## src/rtl/letc_core_axi_fsm_pkg.sv

```systemverilog
// letc_core_axi_fsm shared types
// LIMP sizes, AXI response codes, FSM states
package letc_core_axi_fsm_pkg;

  localparam int PADDR_WIDTH = 32;

  localparam logic [1:0] AXI_BURST_INCR = 2'b01;

  typedef enum logic [1:0] {
    SIZE_BYTE = 2'b00,
    SIZE_HALF = 2'b01,
    SIZE_WORD = 2'b10
  } limp_size_e;

  typedef enum logic [1:0] {
    AXI_OKAY   = 2'b00,
    AXI_EXOKAY = 2'b01,
    AXI_SLVERR = 2'b10,
    AXI_DECERR = 2'b11
  } axi_resp_e;

  typedef enum logic [2:0] {
    ST_IDLE,
    ST_RD_ADDR,
    ST_RD_DATA,
    ST_WR_REQ,
    ST_WR_RESP,
    ST_DONE
  } axi_fsm_state_e;

  function automatic logic misaligned(
    input limp_size_e size,
    input logic [1:0] lo
  );
    return ((size == SIZE_HALF) && lo[0])
        || ((size == SIZE_WORD) && (lo != 2'b00));
  endfunction

endpackage

```

## src/rtl/letc_core_axi_fsm_if.sv

```systemverilog
// LIMP memory-request interface
// requestor drives the request, servicer answers
interface letc_core_limp_if;
  import letc_core_axi_fsm_pkg::*;

  logic                   valid;
  logic                   wen_nren;
  limp_size_e             size;
  logic [PADDR_WIDTH-1:0] addr;
  logic [31:0]            wdata;
  logic                   ready;
  logic [31:0]            rdata;

  modport requestor (
    output valid, wen_nren, size, addr, wdata,
    input  ready, rdata
  );

  modport servicer (
    input  valid, wen_nren, size, addr, wdata,
    output ready, rdata
  );

endinterface

```

## src/rtl/letc_core_lane_align.sv

```systemverilog
// Byte-lane strobe, read extraction, write replication
// Purely combinational; shared with the caches
module letc_core_lane_align
  import letc_core_axi_fsm_pkg::*;
(
  input  limp_size_e  size,
  input  logic [1:0]  addr_lo,
  input  logic [31:0] rword,
  input  logic [31:0] wword,
  output logic [3:0]  strb,
  output logic [31:0] rdata,
  output logic [31:0] wdata
);

  logic [7:0]  rbyte;
  logic [15:0] rhalf;

  assign rbyte = rword[{addr_lo, 3'b000} +: 8];
  assign rhalf = addr_lo[1] ? rword[31:16] : rword[15:0];

  // Decode lanes from size and low address bits
  always_comb begin
    strb  = 4'hF;
    rdata = rword;
    wdata = wword;
    unique case (1'b1)
      (size == SIZE_BYTE): begin
        strb  = 4'b0001 << addr_lo;
        rdata = {24'h0, rbyte};
        wdata = {4{wword[7:0]}};
      end
      (size == SIZE_HALF): begin
        strb  = 4'b0011 << {addr_lo[1], 1'b0};
        rdata = {16'h0, rhalf};
        wdata = {2{wword[15:0]}};
      end
      default: begin
        strb  = 4'hF;
        rdata = rword;
        wdata = wword;
      end
    endcase
  end

endmodule

```

## src/rtl/letc_core_axi_fsm.sv

```systemverilog
// LIMP to AXI4 single-beat bridge
// One outstanding transaction, ready pulse on completion
module letc_core_axi_fsm
  import letc_core_axi_fsm_pkg::*;
#(
  parameter int AXI_ID_WIDTH = 4,
  parameter int AXI_ID       = 0
) (
  input  logic                    i_clk,
  input  logic                    i_rst_n,
  letc_core_limp_if.servicer      limp,
  output logic                    o_bus_error,
  output logic                    o_arvalid,
  input  logic                    i_arready,
  output logic [PADDR_WIDTH-1:0]  o_araddr,
  output logic [AXI_ID_WIDTH-1:0] o_arid,
  output logic [7:0]              o_arlen,
  output logic [2:0]              o_arsize,
  output logic [1:0]              o_arburst,
  input  logic                    i_rvalid,
  output logic                    o_rready,
  input  logic [31:0]             i_rdata,
  input  logic [1:0]              i_rresp,
  input  logic                    i_rlast,
  input  logic [AXI_ID_WIDTH-1:0] i_rid,
  output logic                    o_awvalid,
  input  logic                    i_awready,
  output logic [PADDR_WIDTH-1:0]  o_awaddr,
  output logic [AXI_ID_WIDTH-1:0] o_awid,
  output logic [7:0]              o_awlen,
  output logic [2:0]              o_awsize,
  output logic [1:0]              o_awburst,
  output logic                    o_wvalid,
  input  logic                    i_wready,
  output logic [31:0]             o_wdata,
  output logic [3:0]              o_wstrb,
  output logic                    o_wlast,
  input  logic                    i_bvalid,
  output logic                    o_bready,
  input  logic [1:0]              i_bresp,
  input  logic [AXI_ID_WIDTH-1:0] i_bid
);

  axi_fsm_state_e state_q, state_d;

  logic [PADDR_WIDTH-1:0] addr_q;
  limp_size_e             size_q;
  logic [31:0]            wdata_q;
  logic [31:0]            rdata_q;
  axi_resp_e              resp_q;
  logic                   aw_done_q;
  logic                   w_done_q;

  logic        aw_fire;
  logic        w_fire;
  logic        accept;
  logic [3:0]  strb;
  logic [31:0] wdata_rep;

  localparam logic [AXI_ID_WIDTH-1:0] ID = AXI_ID_WIDTH'(AXI_ID);

  assign accept  = (state_q == ST_IDLE) && limp.valid;
  assign aw_fire = o_awvalid && i_awready;
  assign w_fire  = o_wvalid && i_wready;

  letc_core_lane_align u_align (
    .size    (size_q),
    .addr_lo (addr_q[1:0]),
    .rword   (rdata_q),
    .wword   (wdata_q),
    .strb    (strb),
    .rdata   (limp.rdata),
    .wdata   (wdata_rep)
  );

  // State register
  always_ff @(posedge i_clk) begin
    if (!i_rst_n) state_q <= ST_IDLE;
    else          state_q <= state_d;
  end

  // Next-state logic
  always_comb begin
    state_d = state_q;
    unique case (state_q)
      ST_IDLE: begin
        if (limp.valid)
          state_d = limp.wen_nren ? ST_WR_REQ : ST_RD_ADDR;
      end
      ST_RD_ADDR: if (i_arready) state_d = ST_RD_DATA;
      ST_RD_DATA: if (i_rvalid)  state_d = ST_DONE;
      ST_WR_REQ: begin
        if ((aw_done_q || aw_fire) && (w_done_q || w_fire))
          state_d = ST_WR_RESP;
      end
      ST_WR_RESP: if (i_bvalid) state_d = ST_DONE;
      ST_DONE:    state_d = ST_IDLE;
      default:    state_d = ST_IDLE;
    endcase
  end

  // Request latch and response capture
  always_ff @(posedge i_clk) begin
    if (!i_rst_n) begin
      addr_q  <= '0;
      size_q  <= SIZE_BYTE;
      wdata_q <= '0;
      rdata_q <= '0;
      resp_q  <= AXI_OKAY;
    end else begin
      if (accept) begin
        addr_q  <= limp.addr;
        size_q  <= limp.size;
        wdata_q <= limp.wdata;
      end
      if ((state_q == ST_RD_DATA) && i_rvalid) begin
        rdata_q <= i_rdata;
        resp_q  <= axi_resp_e'(i_rresp);
      end
      if ((state_q == ST_WR_RESP) && i_bvalid)
        resp_q <= axi_resp_e'(i_bresp);
    end
  end

  // Per-channel completion for the write request phase
  always_ff @(posedge i_clk) begin
    if (!i_rst_n || (state_q != ST_WR_REQ)) begin
      aw_done_q <= 1'b0;
      w_done_q  <= 1'b0;
    end else begin
      if (aw_fire) aw_done_q <= 1'b1;
      if (w_fire)  w_done_q  <= 1'b1;
    end
  end

  assign o_arvalid = (state_q == ST_RD_ADDR);
  assign o_araddr  = {addr_q[PADDR_WIDTH-1:2], 2'b00};
  assign o_arid    = ID;
  assign o_arlen   = 8'd0;
  assign o_arsize  = 3'b010;
  assign o_arburst = AXI_BURST_INCR;
  assign o_rready  = (state_q == ST_RD_DATA);

  assign o_awvalid = (state_q == ST_WR_REQ) && !aw_done_q;
  assign o_awaddr  = addr_q;
  assign o_awid    = ID;
  assign o_awlen   = 8'd0;
  assign o_awsize  = {1'b0, size_q};
  assign o_awburst = AXI_BURST_INCR;

  assign o_wvalid = (state_q == ST_WR_REQ) && !w_done_q;
  assign o_wdata  = wdata_rep;
  assign o_wstrb  = o_wvalid ? strb : 4'h0;
  assign o_wlast  = 1'b1;
  assign o_bready = (state_q == ST_WR_RESP);

  assign limp.ready  = (state_q == ST_DONE);
  assign o_bus_error = (state_q == ST_DONE) && resp_q[1];

  // Caller alignment and single-beat response checks
  always_ff @(posedge i_clk) begin
    if (i_rst_n) begin
      if (accept)
        assert (!misaligned(limp.size, limp.addr[1:0]))
          else $error("misaligned LIMP request %h", limp.addr);
      if (i_rvalid && o_rready)
        assert (i_rlast && (i_rid == ID))
          else $error("bad R beat: rlast %b rid %h", i_rlast, i_rid);
      if (i_bvalid && o_bready)
        assert (i_bid == ID)
          else $error("bad B id %h", i_bid);
    end
  end

endmodule
```

## src/flat_wrapper.sv

```systemverilog
// flat-port wrapper written by rule: the top's interface ports become plain ports
module letc_core_axi_fsm_flat import letc_core_axi_fsm_pkg::*;
#(
  parameter int AXI_ID_WIDTH = 4,
  parameter int AXI_ID       = 0
)
  (i_clk, i_rst_n, o_bus_error, o_arvalid, i_arready, o_araddr, o_arid, o_arlen, o_arsize, o_arburst, i_rvalid, o_rready, i_rdata, i_rresp, i_rlast, i_rid, o_awvalid, i_awready, o_awaddr, o_awid, o_awlen, o_awsize, o_awburst, o_wvalid, i_wready, o_wdata, o_wstrb, o_wlast, i_bvalid, o_bready, i_bresp, i_bid, limp_valid, limp_wen_nren, limp_size, limp_addr, limp_wdata, limp_ready, limp_rdata);
  letc_core_limp_if limp_i ();
  input  logic i_clk;
  input  logic i_rst_n;
  output logic o_bus_error;
  output logic o_arvalid;
  input  logic i_arready;
  output logic [PADDR_WIDTH-1:0] o_araddr;
  output logic [AXI_ID_WIDTH-1:0] o_arid;
  output logic [7:0] o_arlen;
  output logic [2:0] o_arsize;
  output logic [1:0] o_arburst;
  input  logic i_rvalid;
  output logic o_rready;
  input  logic [31:0] i_rdata;
  input  logic [1:0] i_rresp;
  input  logic i_rlast;
  input  logic [AXI_ID_WIDTH-1:0] i_rid;
  output logic o_awvalid;
  input  logic i_awready;
  output logic [PADDR_WIDTH-1:0] o_awaddr;
  output logic [AXI_ID_WIDTH-1:0] o_awid;
  output logic [7:0] o_awlen;
  output logic [2:0] o_awsize;
  output logic [1:0] o_awburst;
  output logic o_wvalid;
  input  logic i_wready;
  output logic [31:0] o_wdata;
  output logic [3:0] o_wstrb;
  output logic o_wlast;
  input  logic i_bvalid;
  output logic o_bready;
  input  logic [1:0] i_bresp;
  input  logic [AXI_ID_WIDTH-1:0] i_bid;
  input wire logic [$bits(limp_i.valid)-1:0] limp_valid;
  input wire logic [$bits(limp_i.wen_nren)-1:0] limp_wen_nren;
  input wire logic [$bits(limp_i.size)-1:0] limp_size;
  input wire logic [$bits(limp_i.addr)-1:0] limp_addr;
  input wire logic [$bits(limp_i.wdata)-1:0] limp_wdata;
  output wire logic [$bits(limp_i.ready)-1:0] limp_ready;
  output wire logic [$bits(limp_i.rdata)-1:0] limp_rdata;
  assign limp_i.valid = limp_valid;
  assign limp_i.wen_nren = limp_wen_nren;
  assign limp_i.size = limp_size;
  assign limp_i.addr = limp_addr;
  assign limp_i.wdata = limp_wdata;
  assign limp_ready = limp_i.ready;
  assign limp_rdata = limp_i.rdata;
  letc_core_axi_fsm #(.AXI_ID_WIDTH(AXI_ID_WIDTH), .AXI_ID(AXI_ID)) u_core (.i_clk(i_clk), .i_rst_n(i_rst_n), .limp(limp_i), .o_bus_error(o_bus_error), .o_arvalid(o_arvalid), .i_arready(i_arready), .o_araddr(o_araddr), .o_arid(o_arid), .o_arlen(o_arlen), .o_arsize(o_arsize), .o_arburst(o_arburst), .i_rvalid(i_rvalid), .o_rready(o_rready), .i_rdata(i_rdata), .i_rresp(i_rresp), .i_rlast(i_rlast), .i_rid(i_rid), .o_awvalid(o_awvalid), .i_awready(i_awready), .o_awaddr(o_awaddr), .o_awid(o_awid), .o_awlen(o_awlen), .o_awsize(o_awsize), .o_awburst(o_awburst), .o_wvalid(o_wvalid), .i_wready(i_wready), .o_wdata(o_wdata), .o_wstrb(o_wstrb), .o_wlast(o_wlast), .i_bvalid(i_bvalid), .o_bready(o_bready), .i_bresp(i_bresp), .i_bid(i_bid));
endmodule
```

## config.mk

```make
export PLATFORM = sky130hd
export DESIGN_NAME = letc_core_axi_fsm_flat
export DESIGN_NICKNAME = d
export VERILOG_FILES = /design/src/rtl/letc_core_axi_fsm_pkg.sv /design/src/rtl/letc_core_axi_fsm_if.sv /design/src/rtl/letc_core_lane_align.sv /design/src/rtl/letc_core_axi_fsm.sv /design/src/flat_wrapper.sv
export SDC_FILE = /design/constraint.sdc
export NUM_CORES = 1
export LEC_CHECK = 0
export BUFFER_PORTS_ARGS = -buffer_cell sky130_fd_sc_hd__buf_2
export CAP_MARGIN = 30
export CORE_AREA = 2 2 114 116
export DETAILED_ROUTE_END_ITERATION = 16
export DIE_AREA = 0 0 116 118
export GPL_TIMING_DRIVEN = 0
export PLACE_DENSITY = 0.73
export SYNTH_ARGS = -nofsm -noshare
export SYNTH_HDL_FRONTEND = slang
export SYNTH_SLANG_ARGS = --single-unit
```

## constraint.sdc

```tcl
create_clock -name i_clk -period 3 [get_ports i_clk]
set_input_delay 0.6 -clock i_clk [delete_from_list [all_inputs] [get_ports i_clk]]
set_output_delay 0.6 -clock i_clk [all_outputs]
set_load 0.02 [all_outputs]
```

==> metrics.yaml <==
route:
  via_count: 5262
  detail_route.wl_per_cell_um: 13.9
  drt-total-wl_um: 15800
  via_count_normalized_by_instance_count: 4.64
  drtAntennaViolNets: 0
  drt_iter0_markers: 265
  drcViolationCount: 0
  drt-pass1-iter-count: 4
global_route:
  grt_first_pass_wirelength_um: 23600
  groute.usage.overall_pct: 21.9
  grt_overflow_total: 0
  maximum_number_of_pins_on_one_net_before_global_route_repair: 17
  via_count_of_the_first_global_routing_pass: 4695
  grt_antenna_before_repair: 1
setup_path:
  worst_path_dominant_cell_family: "simple AND/OR/NAND/NOR gates"
  path_class: "flop to primary output"
  critical_path_buf_inv_count: 2
  maximum_single_stage_delay_on_the_critical_path_ns: 0.80
  worst_path_max_delay_cell: "sky130_fd_sc_hd__nor3_1"
  timing.critical_path.required_ns: 2.40
  crit_chain: "buf_2 -> nor2b_1 -> nor3_1 -> a221o_1 -> buf_2"
  worst_ep_arrival_time_ns: 2.22
  crit_top_cell: "sky130_fd_sc_hd__buf_2"
  worstPathMaxFanout: 8
  timing.critical_path.to_type: "primary output"
  critical_path.startpoint_type: "flop"
layout:
  final_cell_count_no_fill: 1133
  layout-drive-gt1-share_pct: 39.6
  final_net_count: 1076
  final_core_utilization_pct: 56.9
  final-seq-area_um2: 2080
  area_occupied_by_multi_input_gates_um2: 2410
  most-common-layout-cells: "sky130_fd_sc_hd__buf_2, sky130_fd_sc_hd__nand2_1, sky130_fd_sc_hd__dfxtp_1"
  syn2layout_area_growth_pct: 36.5
  layout.cells.most_common: "sky130_fd_sc_hd__buf_2"
  fillerInstances: 1242
cts:
  ctsLongestPathBuffers: 2
  postCtsSetupBuffers: 0
  worstSkewPairLatency_ns: 0.34
  cts_resized: 0
  clk_transition_reported_paths_ns: 0.07
  cts_num_sinks: 104
  cts_tree: "built"
  cts.htree.levels: 3
  postCtsHoldBufs: 0
  clock_tree.root_cell: "sky130_fd_sc_hd__clkbuf_16"
  cts_inserted_buffers: 9
synthesis:
  post_synth_inst_count: 665
  synth_seq_cells: 104
  ys_async_sr_fraction_pct: 0
  synth_ff_type: "sky130_fd_sc_hd__dfxtp_1"
  number_of_flops_mapped_to_enable_cells_by_yosys: 0
  synth.yosys.seq_area_share_pct: 40.3
  synthesis.area_um2: 5170
  postSynthAreaPerCell_um2: 7.78
  synth_cell_types: 37
  synth-warning-count: 0
floorplanning:
  chipHeight_um: 118
  core-area_um2: 12400
  die_area_um2: 13700
  rows: 41
  die_w_um: 116
  io-pin-count: 294
  start_util_pct: 41.7
timing:
  max_slew_margin_pct: 30.3
  final_min_period_over_clock_period_pct: 93.9
  worst_slew_pin_slew_ns: 1.04
  finalWorstPathRequiredPeriod_ns: 2.82
  totalNegativeSetupSlack_ns: 0
  timing.clock.skew_ns: 0.00432
  hold_violation_total_from_the_final_report: 0
  slew_viol_final: 0
  setup_viol: 0
  max_freq_mhz: 355
  unrepaired_setup_endpoints_after_global_routing: "false"
power_and_ir_drop:
  worst_ir_drop_vdd_uv: 363
  finalPower_w: 0.00477
  power_density_nw_per_um2: 675
  power_leakage_nw: 3.50
place:
  routabilityCongestion: 0.888
  dpl.hpwl_um: 12200
  placed_cells_incl_taps: 1117
  port_buffers: 247
worst_hold_path:
  min_path_type: "flop to flop"
run_status:
  status: "complete, no violations"
job:
  cap_violations: 0
cells by family (layout without fill, tap and decap cells):
kind of cell / Yosys count / in the layout / share of synthesized area, %
other cells: 2 / 36 / 0.145
buf+inv: 123 / 385 / 15.6
mux: 33 / 33 / 6.80
compound gates: 137 / 137 / 15.1
flops: 104 / 104 / 40.3
simple gates: 266 / 266 / 22.1
synth_stat cells (all sizes together), types with 5 or more instances:
| cell | count | area, µm² |
|---|---|---|
| nand2 | 209 | 785 |
| dfxtp | 104 | 2080 |
| a21oi | 100 | 500 |
| buf | 97 | 711 |
| clkbuf | 21 | 78.8 |
| and2 | 18 | 113 |
| mux2 | 17 | 191 |
| mux2i | 16 | 160 |
| nor2 | 16 | 60.1 |
| o21ai | 13 | 65.1 |
| a221o | 8 | 80.1 |
| a22o | 8 | 70.1 |
| inv | 5 | 18.8 |
routing by layer:
layer	share of wire (%)	wire length (µm)	vias up	global-route usage, %
met2	48	7550	185	36.5
met3	6.4	1010	24	4.58
met4	2.1	330	0	6.55
li1	-	-	2659	-
met1	44	6890	2394	28.1
met5	0	0	-	0
through the flow:
| step | setup slack (ns) | hold WS, ns | instance area (µm²) |
|---|---|---|---|
| 2_1_floorplan | 0.879 | 0.433 | 5300 |
| 3_3_place_gp | 0.663 | 0.441 | 6750 |
| 3_5_place_dp | 0.612 | 0.445 | 6750 |
| 4_1_cts | 0.245 | 0.457 | 7060 |
| 5_1_grt | 0.113 | 0.475 | 7060 |
| 6_report | 0.184 | 0.456 | 7060 |
sequential cells by signal (all words and copies together), names as in the netlist:
| name | cells |
|---|---|
| u_core.o_awaddr | 32 |
| u_core.w_done_q | 1 |
| u_core.rdata_q | 32 |
| u_core.wdata_q | 32 |
| u_core.state_q | 3 |
| u_core.aw_done_q | 1 |
| u_core.size_q | 2 |
| u_core.resp_q | 1 |
path summary, 6_finish.rpt:
kind                                    from                               to  slack (ns)  depth (start not counted)
min reg2reg  u_core.wdata_q[18]$_SDFFE_PN0P_  u_core.wdata_q[18]$_SDFFE_PN0P_        0.46                          2
max            u_core.size_q[0]$_SDFFE_PN0P_                    limp_rdata[6]        0.18                          5
max reg2reg   u_core.state_q[2]$_SDFFE_PN0P_   u_core.wdata_q[8]$_SDFFE_PN0P_        1.39                          6
min          u_core.wdata_q[18]$_SDFFE_PN0P_  u_core.wdata_q[18]$_SDFFE_PN0P_        0.46                          2
power breakdown:
group | leakage [nW] | total, W | switching (W) | internal, W
Clock | 0.141 | 0.00123 | 0.000507 | 0.000727
Combinational | 2.51 | 0.00181 | 0.00110 | 0.000713
Sequential | 0.849 | 0.00173 | 0.000151 | 0.00157
tightest hold or removal path: cells and delay by family (launching register included):
family | cells | cell delay [ns]
AND/OR/NAND/NOR | 1 | 0.05
AO/OA/AOI/OAI | 1 | 0.05
flip-flops | 1 | 0.31
final cells by class:
class,instances,area share (%)
multi-input cells,471,34.1
well taps,172,3.05
flip-flops and latches,104,29.5
plain buffers,118,11.2
inverters,5,0.266
diodes,1,0.0354
clock buffers,10,3.24
clock inverters,5,1.17
repair buffers,247,17.5
(Power assumes the default switching activity.)
